===== src/rtl/serial_pattern_pkg.sv =====
// Definitions shared by the serial pattern transmitter and its companion receiver.
package serial_pattern_pkg;

  localparam int SERIAL_PATTERN_DEFAULT_WIDTH = 18;

  typedef enum logic [1:0] {
    IDLE   = 2'd0,
    SHIFT  = 2'd1,
    PARITY = 2'd2
  } tx_state_t;

endpackage


===== src/rtl/serial_pattern_transmitter.sv =====
// LSB-first parallel-to-serial transmitter: valid/ready word load, one bit per step strobe, all outputs registered.
// Defining SERIAL_PATTERN_TX_PARITY_EN appends an even-parity bit after the data bits.
module serial_pattern_transmitter
  import serial_pattern_pkg::*;
#(
  parameter int   WIDTH      = SERIAL_PATTERN_DEFAULT_WIDTH,
  parameter logic IDLE_LEVEL = 1'b1
) (
  input  logic                         clock,
  input  logic                         reset,
  input  logic                         load_valid,
  input  logic [WIDTH-1:0]             load_data,
  output logic                         load_ready,
  input  logic                         step,
  output logic                         out,
  output logic                         out_valid,
  output logic                         done,
  output logic [$clog2(WIDTH+2)-1:0]   remaining
);

  localparam int RW = $clog2(WIDTH + 2);
`ifdef SERIAL_PATTERN_TX_PARITY_EN
  localparam logic [RW-1:0] FRAME_LEN = RW'(WIDTH + 1);
  localparam logic [RW-1:0] LAST_DATA = RW'(2);
`else
  localparam logic [RW-1:0] FRAME_LEN = RW'(WIDTH);
  localparam logic [RW-1:0] LAST_DATA = RW'(1);
`endif

  tx_state_t        r_state,      w_state_nxt;
  logic [WIDTH-1:0] r_shift,      w_shift_nxt;
  logic [RW-1:0]    r_remaining,  w_remaining_nxt;
  logic             r_out,        w_out_nxt;
  logic             r_out_valid,  w_out_valid_nxt;
  logic             r_done,       w_done_nxt;
  logic             r_load_ready, w_load_ready_nxt;
`ifdef SERIAL_PATTERN_TX_PARITY_EN
  logic             r_parity,     w_parity_nxt;
`endif

  always_ff @(posedge clock or posedge reset) begin
    if (reset) begin
      r_state      <= IDLE;
      r_shift      <= '0;
      r_remaining  <= '0;
      r_out        <= IDLE_LEVEL;
      r_out_valid  <= 1'b0;
      r_done       <= 1'b0;
      r_load_ready <= 1'b1;
`ifdef SERIAL_PATTERN_TX_PARITY_EN
      r_parity     <= 1'b0;
`endif
    end else begin
      r_state      <= w_state_nxt;
      r_shift      <= w_shift_nxt;
      r_remaining  <= w_remaining_nxt;
      r_out        <= w_out_nxt;
      r_out_valid  <= w_out_valid_nxt;
      r_done       <= w_done_nxt;
      r_load_ready <= w_load_ready_nxt;
`ifdef SERIAL_PATTERN_TX_PARITY_EN
      r_parity     <= w_parity_nxt;
`endif
    end
  end

  always_comb begin
    w_state_nxt      = r_state;
    w_shift_nxt      = r_shift;
    w_remaining_nxt  = r_remaining;
    w_out_nxt        = r_out;
    w_out_valid_nxt  = r_out_valid;
    w_done_nxt       = 1'b0;
    w_load_ready_nxt = r_load_ready;
`ifdef SERIAL_PATTERN_TX_PARITY_EN
    w_parity_nxt     = r_parity;
`endif
    case (r_state)
      IDLE: begin
        // step is deliberately ignored here so bit 0 always gets a full step interval
        if (load_valid) begin
          w_state_nxt      = SHIFT;
          w_shift_nxt      = load_data;
          w_remaining_nxt  = FRAME_LEN;
          w_out_nxt        = load_data[0];
          w_out_valid_nxt  = 1'b1;
          w_load_ready_nxt = 1'b0;
`ifdef SERIAL_PATTERN_TX_PARITY_EN
          w_parity_nxt     = ^load_data;
`endif
        end
      end
      SHIFT: begin
        if (step) begin
          w_shift_nxt     = r_shift >> 1;
          w_remaining_nxt = r_remaining - RW'(1);
        end
        // bit 0 of the shift register always mirrors the bit on out
        w_out_nxt = w_shift_nxt[0];
        if (step && (r_remaining == LAST_DATA)) begin
`ifdef SERIAL_PATTERN_TX_PARITY_EN
          w_state_nxt      = PARITY;
          w_out_nxt        = r_parity;
`else
          w_state_nxt      = IDLE;
          w_out_nxt        = IDLE_LEVEL;
          w_out_valid_nxt  = 1'b0;
          w_load_ready_nxt = 1'b1;
          w_done_nxt       = 1'b1;
          w_remaining_nxt  = '0;
`endif
        end
      end
`ifdef SERIAL_PATTERN_TX_PARITY_EN
      PARITY: begin
        if (step) begin
          w_state_nxt      = IDLE;
          w_out_nxt        = IDLE_LEVEL;
          w_out_valid_nxt  = 1'b0;
          w_load_ready_nxt = 1'b1;
          w_done_nxt       = 1'b1;
          w_remaining_nxt  = '0;
        end
      end
`endif
      default: begin
        w_state_nxt      = IDLE;
        w_out_nxt        = IDLE_LEVEL;
        w_out_valid_nxt  = 1'b0;
        w_load_ready_nxt = 1'b1;
        w_remaining_nxt  = '0;
      end
    endcase
  end

  assign load_ready = r_load_ready;
  assign out        = r_out;
  assign out_valid  = r_out_valid;
  assign done       = r_done;
  assign remaining  = r_remaining;

endmodule

===== config.mk =====
export PLATFORM = sky130hd
export DESIGN_NAME = serial_pattern_transmitter
export DESIGN_NICKNAME = d
export VERILOG_FILES = /design/src/rtl/serial_pattern_pkg.sv /design/src/rtl/serial_pattern_transmitter.sv
export SDC_FILE = /design/constraint.sdc
export NUM_CORES = 1
export LEC_CHECK = 0
export BUFFER_PORTS_ARGS = -buffer_cell sky130_fd_sc_hd__buf_2
export CORE_MARGIN = 5
export CORE_UTILIZATION = 50
export CTS_CLUSTER_DIAMETER = 80
export DETAILED_ROUTE_END_ITERATION = 16
export PLACE_DENSITY = 0.85
export REMOVE_ABC_BUFFERS = 1
export SYNTH_ARGS = -nofsm -noshare
export SYNTH_HDL_FRONTEND = slang
export SYNTH_SLANG_ARGS = --single-unit

===== constraint.sdc =====
create_clock -name clock -period 1.9 [get_ports clock]
set_clock_uncertainty 0.15 [all_clocks]
set_input_delay 0.095 -clock clock [delete_from_list [all_inputs] [get_ports clock]]
set_output_delay 0.095 -clock clock [all_outputs]
set_load 0.005 [all_outputs]

==> out/results.tsv <==
metric	value	unit
status	finished, final reports clean	
postCtsSetupBuffers	0	
critPathKind	register to register	
slowest_stage	dfrtp_1	
clk_path_buf_depth	2	
avgSynthCellArea	10.7	um^2
placed_cell_area	1500	um^2
period_share	90.0	%
powerDensity	1150	nW/um^2
path_delay_family	flip-flops	
grt_max_degree	34	
final_cell_mix	30 x buf_2, 25 x dfrtp_1, 21 x nand2_1, 21 x dlygate4sd3_1, 17 x o21ai_0	
yosysWarnings	0	
final.setup.tns	0	ns
syn_inst	122	
boundaryPins	31	
cts_inserted_buffers	3	
cp.buffers_inverters	1	
grtUsageTotal	16.6	%
routabilityCongestion	0.719	
cts_hold_buffers	21	
wl	2760	um
grt_pass1_vias	1023	
layout.nets	200	
antennaDiodeCount	0	
cts_resized	0	
crit_required	1.94	ns
synth_area	1300	um^2
cts_root_buf	clkbuf_4	
r2r.worst_path.cells	3	
dieHeight	61.1	um
fill_cells	182	
routedWlPerCell	13.5	um
dpl.hpwl	1890	um
startpoint_type	register	
arrival	1.75	ns
final_common_cell	buf_2	
p_leak	0.845	nW
design_area	1730	um^2
rsz0062_at_grt	false	
layout-drive-gt1-share	24.0	%
setup_ws	0.189	ns
ys_seq_area_share	52.0	%
crit_chain	mux2i_4 -> buf_4 -> o21ai_0	
hold_violations	0	
synthToLayoutAreaGrowth	33.0	%
ir_worst_vdd	704	uV
cp_num_cells	3	
timing.fmax	584	MHz
initial_core_util	52.6	%
die_x	61.1	um
yosysUniqueCellTypes	30	
slew_headroom	63.9	%
critical-path-max-stage-delay	0.60	ns
antenna_left	0	
drv_slew	0	
path_max_fanout	33	
dieArea	3730	um^2
dr.pass1.iters	4	
insertion_delay	0.31	ns
grt_first_pass_wirelength	4600	um
antenna_found_initial	0	
drt_iter0_markers	24	
core-area	2480	um^2
yosys_register_bits	27	
final_util	70.0	%
viasPerCell	5.14	
power	1.99	mW
vias	1054	
tightest_slew	0.542	ns
cts_tree	done	
row_count	18	
place_ws	0.263	ns
overflow	0	
cp-end-kind	register	
clock-sinks	27	
setup_violations	0	
drv_cap	0	
clkSlewWorstSetupHoldPaths	0.14	ns
io_buffers	30	
final.min_clock_period	1.71	ns
hold_path.class	primary input to async pin	
drcViolationCount	0	
cts_max_level	1	
[worst register-to-register path, cell delays in order, from the launching register on]
cell,delay [ns]
dfrtp_1,0.60
mux2i_4,0.36
buf_4,0.33
o21ai_0,0.16
[stage by stage]
step                instances  hold WS (ns)
finish                    205         0.226
global route              205         0.240
CTS                       205         0.193
detailed placement        180       0.00533
global placement          180       0.00994
floorplan                 116      -0.00461
[flip-flops by register name, summed over array words and instances (netlist names)]
register / flops
out_valid: 1
remaining: 5
load_ready: 1
done: 1
r_shift: 18
out: 1
[report_power, final]
part           switching (mW)  internal [mW]  total (mW)
sequential              0.178          0.818       0.996
clock                   0.157         0.0820       0.239
combinational           0.364          0.388       0.752
[layout make-up]
| cell class | instances | area, um^2 | share of cell area, % |
|---|---|---|---|
| Clock buffer | 4 | 26.3 | 1.52 |
| Timing Repair Buffer | 55 | 403 | 23.2 |
| Inverter | 7 | 26.3 | 1.52 |
| Sequential cell | 27 | 678 | 39.1 |
| Multi-Input combinational cell | 82 | 563 | 32.5 |
| Tap cell | 30 | 37.5 | 2.16 |
[metal layers]
layer | share of wire, % | up-vias | track usage (%)
met5 | 0 | - | 0
met3 | 4.2 | 6 | 1.47
li1 | - | 530 | -
met2 | 50 | 27 | 27.9
met1 | 43 | 491 | 21.4
met4 | 2.5 | 0 | 8.36
[synthesized netlist by cell type]
cell type   n  share of area, %
a2bb2oi_1   1              0.67
a311o_1     1              0.77
a32o_1      1              0.77
a32oi_1     2               1.3
buf_2       4               1.5
buf_6       1              0.86
clkbuf_2    1              0.38
dfrtp_1    25                48
dfstp_2     2               4.0
ha_1        2               1.9
inv_1       7               2.0
mux2i_1    16                12
mux2i_4     1               1.7
nand2_1    21               6.0
nand2_2     1              0.48
nand2b_1    1              0.48
nand4b_1    1              0.67
nor2_1      3              0.86
nor3_1      1              0.38
nor4b_1     1              0.67
nor4b_4     1               1.8
o211ai_1    1              0.58
o21a_1      1              0.58
o21ai_0    17               6.5
o21ai_1     4               1.5
o21bai_1    1              0.58
o22a_1      1              0.67
o2bb2ai_1   1              0.67
or2_1       1              0.48
xnor2_1     1              0.67
[cells by family after synthesis]
group / synth area share (%)
buffers and inverters: 4.80
and+or+nand+nor: 11.9
muxes: 14.0
AOI/OAI and AO/OA: 14.7
adders and majority gates: 1.92
xor gates and xnor gates: 0.672
DFF: 52.0
[path summary, 6_finish.rpt]
path	end	startpoint	slack [ns]
max	r_shift[2]	out_valid	0.19
min	remaining[0]	reset	0.23
max reg2reg	r_shift[2]	out_valid	0.19
min reg2reg	r_shift[5]	r_shift[5]	0.35
max in group asynchronous	load_ready	reset	0.79
min in group clock	r_shift[5]	r_shift[5]	0.35
No activity file was read; power rests on OpenSTA's default activity.
